### config.mk
export PLATFORM = sky130hd
export DESIGN_NAME = logical_arbiter
export DESIGN_NICKNAME = d
export VERILOG_FILES = /design/src/rtl/logical_pkg.sv /design/src/rtl/logical_arbiter_rr_arbiter2.sv /design/src/rtl/logical_arbiter.sv
export SDC_FILE = /design/constraint.sdc
export NUM_CORES = 1
export LEC_CHECK = 0
export CORE_MARGIN = 2
export CORE_UTILIZATION = 43
export CTS_BUF_LIST = sky130_fd_sc_hd__clkbuf_16
export DETAILED_ROUTE_END_ITERATION = 10
export PLACE_DENSITY = 0.95
export REMOVE_ABC_BUFFERS = 1
export SETUP_SLACK_MARGIN = 0.05
export SLEW_MARGIN = 15
export SYNTH_ARGS = -nofsm -noshare
export SYNTH_HDL_FRONTEND = slang
export SYNTH_SLANG_ARGS = --single-unit
### constraint.sdc
create_clock -name clk -period 3.9 [get_ports clk]
set_input_delay 0.78 -clock clk [delete_from_list [all_inputs] [get_ports clk]]
set_output_delay 0.78 -clock clk [all_outputs]
set_load 0.02 [all_outputs]
### src/rtl/logical_pkg.sv
// rtl/logical_pkg.sv - op codes, FSM states and operand widths for logical_arbiter
package logical_pkg;

  localparam int XY_W  = 4;
  localparam int Z_W   = 8;
  localparam int CNT_W = 4;

  typedef enum logic [1:0] {
    OP_AND = 2'b00,
    OP_OR  = 2'b01,
    OP_XOR = 2'b10,
    OP_NOT = 2'b11
  } opT;

  typedef enum logic [1:0] {
    IDLE = 2'b00,
    EXEC = 2'b01,
    RESP = 2'b10
  } stateT;

  function automatic logic [7:0] satInc8(input logic [7:0] v);
    return (v == 8'hFF) ? v : v + 8'd1;
  endfunction

endpackage

### src/rtl/logical_arbiter_rr_arbiter2.sv
// rtl/logical_arbiter_rr_arbiter2.sv - two-way round-robin grant
// A tie goes to the requester that was not granted last time.
module rr_arbiter2
  import logical_pkg::*;
(
  input  logic valid0,
  input  logic valid1,
  input  logic lastGrant,
  output logic grant0,
  output logic grant1
);

  always_comb begin
    grant0 = 1'b0;
    grant1 = 1'b0;
    if (valid0 && valid1) begin
      grant0 = lastGrant;
      grant1 = !lastGrant;
    end else begin
      grant0 = valid0;
      grant1 = valid1;
    end
  end

endmodule

### src/rtl/logical_arbiter.sv
// rtl/logical_arbiter.sv - shares one logical unit between two requesters
// Optional grant statistics under LOGICAL_ARB_STATS_EN.
module logical_arbiter
  import logical_pkg::*;
#(
  parameter int EXEC_CYCLES = 1
) (
  input  logic             clk,
  input  logic             resetN,
  input  logic             req0Valid,
  output logic             req0Ready,
  input  logic [XY_W-1:0]  req0X,
  input  logic [XY_W-1:0]  req0Y,
  input  logic [Z_W-1:0]   req0Z,
  input  logic [1:0]       req0Op,
  input  logic             req1Valid,
  output logic             req1Ready,
  input  logic [XY_W-1:0]  req1X,
  input  logic [XY_W-1:0]  req1Y,
  input  logic [Z_W-1:0]   req1Z,
  input  logic [1:0]       req1Op,
  output logic [XY_W-1:0]  luX,
  output logic [XY_W-1:0]  luY,
  output logic [Z_W-1:0]   luZ,
  output logic [1:0]       luOp,
  input  logic [Z_W-1:0]   luResult,
  output logic [Z_W-1:0]   result,
  output logic             resultValid,
  output logic             resultOwner,
  input  logic             resultReady
`ifdef LOGICAL_ARB_STATS_EN
  ,
  output logic [7:0]       grantCount0,
  output logic [7:0]       grantCount1
`endif
);

  stateT            state;
  stateT            stateNext;
  logic             lastGrant;
  logic [CNT_W-1:0] cycleCnt;
  logic [XY_W-1:0]  xReg;
  logic [XY_W-1:0]  yReg;
  logic [Z_W-1:0]   zReg;
  opT               opReg;
  logic             ownerReg;
  logic             grant0;
  logic             grant1;
  logic             fire0;
  logic             fire1;
  logic             fire;
  logic             lastExec;

  rr_arbiter2 uArb (
    .valid0    (req0Valid),
    .valid1    (req1Valid),
    .lastGrant (lastGrant),
    .grant0    (grant0),
    .grant1    (grant1)
  );

  // Ready is masked during reset so no requester sees a transfer that is discarded.
  assign req0Ready = resetN && (state == IDLE) && grant0;
  assign req1Ready = resetN && (state == IDLE) && grant1;
  assign fire0     = req0Valid && req0Ready;
  assign fire1     = req1Valid && req1Ready;
  assign fire      = fire0 || fire1;
  assign lastExec  = (cycleCnt == CNT_W'(EXEC_CYCLES - 1));

  assign luX         = xReg;
  assign luY         = yReg;
  assign luZ         = zReg;
  assign luOp        = opReg;
  assign resultValid = (state == RESP);
  assign resultOwner = ownerReg;

  always_comb begin
    stateNext = state;
    case (state)
      IDLE:    if (fire)        stateNext = EXEC;
      EXEC:    if (lastExec)    stateNext = RESP;
      RESP:    if (resultReady) stateNext = IDLE;
      default:                  stateNext = IDLE;
    endcase
  end

  always_ff @(posedge clk) begin
    if (!resetN) begin
      state     <= IDLE;
      lastGrant <= 1'b1;
      cycleCnt  <= '0;
      xReg      <= '0;
      yReg      <= '0;
      zReg      <= '0;
      opReg     <= OP_AND;
      ownerReg  <= 1'b0;
      result    <= '0;
    end else begin
      state <= stateNext;
      if (fire) begin
        xReg     <= fire1 ? req1X : req0X;
        yReg     <= fire1 ? req1Y : req0Y;
        zReg     <= fire1 ? req1Z : req0Z;
        opReg    <= opT'(fire1 ? req1Op : req0Op);
        ownerReg <= fire1;
        cycleCnt <= '0;
      end else if ((state == EXEC) && !lastExec) begin
        cycleCnt <= cycleCnt + 1'b1;
      end
      if ((state == EXEC) && lastExec) begin
        result <= luResult;
      end
      if ((state == RESP) && resultReady) begin
        lastGrant <= ownerReg;
      end
    end
  end

`ifdef LOGICAL_ARB_STATS_EN
  always_ff @(posedge clk) begin
    if (!resetN) begin
      grantCount0 <= '0;
      grantCount1 <= '0;
    end else begin
      if (fire0) grantCount0 <= satInc8(grantCount0);
      if (fire1) grantCount1 <= satInc8(grantCount1);
    end
  end
`endif

endmodule

[After elaboration in Yosys (flattened, before gate mapping)]
Cells that the tools add are included.
Cells by class
  $add $sub $neg: 1
  eq/ne operators: 5
  multiplexer cells: 10
  bitwise operators: 1
  reduce and logical (&&, ||, !) cells: 16
Operator list (number)
  $logic_and 1x1->1: 9
  $mux 2: 4
  $mux 4: 2
  $mux 8: 1
  $pmux 2 s3: 1
  $add 4x1->4 const B: 1
  $logic_not 4->1: 1
  $ne 2x2->1 const B: 2
  $reduce_and 3->1: 1
  $eq 2x1->1 const B: 1
  $eq 2x2->1 const B: 1
  $logic_not 1->1: 2
  $logic_not 2->1: 1
  $mux 1: 2
  $ne 2x1->1 const B: 1
  $reduce_or 2->1: 1
  $logic_or 1x1->1: 1
  $not 1->1: 1
Word-level totals
  bits in registers: 34
  input port bits: 49
  output and inout port bits: 30
  word-level logic and storage cells: 42

[Longest topological paths before layout]
  word-level depth: 7
  mapped depth: 6
  mapped depth without buffers: 5

[Cells and area by module]
From an unflattened synthesis, not the netlist that was laid out.
Second synthesis, totals
  cells, all modules: 193
  area, all modules: 1689.1 um2
Modules (own cells, without submodules)
  logical_arbiter: times used 1, cells each 190, area an instance 1670.4 um2, sequential area each 680.7 um2
  rr_arbiter2: times used 1, cells each 3, area an instance 18.8 um2, sequential area each 0.0 um2

[Worst setup path before layout]
Ideal clock, no wire load.
  kind: input-to-output
  start point: input port resetN
  end point: output port req0Ready
  arrival: 1740 ps
  data required time: 3120 ps
  path slack: 1380 ps
  cell stages on the path: 4
  cell sequence: or3b_4 > buf_6 > buf_12 > nor3b_4
Between the ends
  cells in the longest elaborated chain, start to end: 2
Ends and longest elaborated chain
  from (decl): RTL line logical_arbiter.sv:9  | input logic resetN,
  $logic_and 1x1->1 (2 in series): RTL line logical_arbiter.sv:63  | assign req0Ready = resetN && (state == IDLE) && grant0;
  to (decl): RTL line logical_arbiter.sv:11  | output logic req0Ready,
No other way between the ends.

[Worst setup path after layout]
  start point: input port resetN
  end point: output port req1Ready
Between the ends
  cells in the longest elaborated chain, start to end: 2
Ends and longest elaborated chain
  $logic_and 1x1->1 (2 in series): RTL line logical_arbiter.sv:64  | assign req1Ready = resetN && (state == IDLE) && grant1;
  to (decl): RTL line logical_arbiter.sv:17  | output logic req1Ready,
No other way between the ends.

==> results.md <==
- Layout Skew: about 0.0027 ns
- FF-to-FF Start: state[0]$_SDFFE_PN0P_
- WP buf/inv: 2
- Via count: around 1500
- Height of the die: 64.9 um
- R2R depth: 4
- Status: completed
- Worst slew margin: 52.5%
- Starting Density: 44.2%
- Core Area: 3610 sq um
- Synthesized area: 1600 sq um
- Worst setup EP type: output port
- N_diodes: 0
- Sequential area share after synthesis: 42.7%
- Site Rows: 22
- Worst VDD drop: between 0.2 and 0.3 mV
- Initial antenna violation count: 0
- Setup CP Type: in2out
- Clock transition at path regs: around 0.05 ns
- DRT Pass-1 Iters: 4
- Vias in the first global route: 1539
- Slowest cell on crit path: clkdlybuf4s50_1
- Final setup viols: 0
- Leading cell type in the layout, fill and taps excluded: clkdlybuf4s50_1
- GPL Wtd Cong: 0.730
- Layout cell share with drive strength beyond 1: 9.47%
- Clock sink total: 34
- Routed wire length per instance: 14.1 um
- Top Family by Delay on Critical Path: buffers and inverters
- Critical Path Source Type: primary input
- Largest net degree at the start of global routing: 23
- Synthesized flop and latch total: 34
- Vias per Instance: 5.24
- CTS resizes: 0
- GRT Total Usage: 20.8%
- P per Cell Area: slightly below 400 nW/um^2
- Congestion Overflow GR: 0
- DR DRC count: 0
- Full die area: 4210 sq um
- Max_cap viols: 0
- Setup ws final: 0.407 ns
- Worst-path maximum fanout: 20
- Fmax: 286 MHz
- CTS Hold Bufs: 0
- Total CTS buffers: 5
- Util after Layout: 69.4%
- Hold_sp: result[6]$_SDFFE_PN0P_
- DR iter-0 viols: 92
- HPWL after DPL: around 3 mm
- Slew @ Worst Pin: 0.712 ns
- RSZ-0062 raised after global routing: no
- Netlist cell types: 32
- Final critical-path required period: 3.49 ns
- Antenna-violating nets left: 0
- First-pass GRT wire length: 6.72 mm
- Worst EP arrival: around 2.7 ns
- Worst Hold Class: reg2reg
- Clk_lat worst skew: 0.27 ns
- CTS tree: built
- Leakage Power: 0.949 nW
- Syn avg cell area: between 9 and 10 sq um
- Period utilisation layout: 89.6%
- Commonest non-fill, non-tap cells in the layout: clkdlybuf4s50_1 (78), nand2_1 (36), dfxtp_1 (34)
- Hold depth: 2
- Nets: about 300
- CP required: 3.12 ns
- Reg-to-Reg End: luX[2]$_SDFFE_PN0P_
- Synth Instances: approximately 170
- DP Worst Slack: a little over 0.4 ns
- I/O Buffers: 78
- FILL cells: between 200 and 300
- # IOs: between 70 and 80
- Fin Setup TNS: 0 ns
- Area Growth Syn to Fin: 56.9%
- H-tree Lvls: 2
- Worst Hold Path EP: result[6]$_SDFFE_PN0P_
- Fin. Hold Viols: 0
- Yosys Warn Count: 0
- Peak per-stage delay on the critical path: 0.65 ns
- Root Buffer: clkbuf_16
- Slew Viols, Final: 0
- Most frequent CP cell: clkdlybuf4s50_1
- Setup slack, reg-to-reg: approximately 2.2 ns
- Total Wirelength: approximately 4.1 mm
- CTS Buffer Depth: 2
- # Post-CTS Setup Buffers: 0
- Hold slack: 0.456 ns
- Tot Pwr: approximately 0.99 mW
- Crit path cell chain: clkdlybuf4s50_1 -> or3b_4 -> a211oi_4 -> clkdlybuf4s50_1
- Die width: 64.9 um
==> power by group <==
part | internal (mW) | leakage, nW | switching (mW)
registers | 0.378 | 0.279 | 0.0186
clock network | 0.227 | 0.0723 | 0.129
logic | 0.127 | 0.598 | 0.105
==> layer usage <==
layer | track usage, % | vias to the layer above | part of all wire (%)
met5 | 0 | - | 0
met4 | 8.78 | 0 | 2.2
met3 | 6.77 | 9 | 5.8
met2 | 37.0 | 48 | 51
met1 | 22.5 | 719 | 40
li1 | - | 748 | -
==> stage by stage <==
step / std cells / instance area, sq um
after CTS: 291 / 2500
after floorplan: 154 / 1500
final: 291 / 2500
after detailed placement: 284 / 2370
after global routing: 291 / 2500
after global placement: 284 / 2370
==> worst min-delay path: stages (launching register included) <==
cell and delay (ns):
dfxtp_1 0.30, nand2_1 0.05, mux2i_1 0.05
==> cells by family (layout without fill, tap and decap cells) <==
logic type                 after synthesis  after routing  share of synthesized area [%]
muxes                                    9              9                           5.65
buffers and inverters                   18             93                           7.06
adders and majority gates                2              2                           1.57
DFF                                     34             34                           42.7
AOI/OAI and AO/OA                       32             32                           17.5
and+or+nand+nor                         73             73                           25.6
==> sequential cells by signal (all words and copies together) (netlist names) <==
| name | flops |
|---|---|
| luY | 4 |
| luX | 4 |
| cycleCnt | 4 |
| resultOwner | 1 |
| luZ | 8 |
| luOp | 2 |
| state | 2 |
| lastGrant | 1 |
| result | 8 |
==> worst max path at each step <==
stage / from / to / depth (start not counted) / slack [ns]
2_1_floorplan: resetN / req1Ready / 2 / 1.17
3_3_place_gp: resetN / req0Ready / 4 / 0.42
3_5_place_dp: resetN / req1Ready / 4 / 0.41
4_1_cts: resetN / req1Ready / 4 / 0.40
5_1_grt: resetN / req0Ready / 4 / 0.36
6_report: resetN / req1Ready / 4 / 0.41
==> cell type report <==
cell class	instances	area (sq um)	area share (%)
clock inverters	2	7.51	0.300
repair buffers	82	811	32.4
multi-input cells	116	805	32.1
inverters	4	15.0	0.600
well taps	48	60.1	2.40
flip-flops and latches	34	681	27.2
clock buffers	5	125	5.00
==> cells in the mapped netlist <==
library cell	count	area share, %
o21ai_0	4	1.3
nor3_2	9	5.6
a221o_1	18	11
nor3b_1	1	0.47
a21oi_1	4	1.3
o21bai_1	1	0.47
or3b_1	1	0.55
nor3_1	10	3.1
a211oi_4	1	1.3
o21a_1	2	0.94
nor2_4	1	0.71
dfxtp_1	34	43
nand3b_1	1	0.47
or3_1	1	0.39
o31ai_1	1	0.47
mux2i_1	9	5.6
nor2b_1	4	1.6
or3b_4	1	0.71
o31a_1	1	0.55
nor2_1	2	0.47
buf_12	1	1.3
clkbuf_1	5	1.2
nand2_1	36	8.5
inv_1	3	0.71
or4_1	1	0.47
nand3_1	3	0.94
clkinv_1	1	0.24
buf_6	3	2.1
ha_1	2	1.6
nor3b_4	1	1.2
nand2b_1	1	0.39
buf_2	5	1.6
Note: power is estimated with default switching activity, not from simulation.
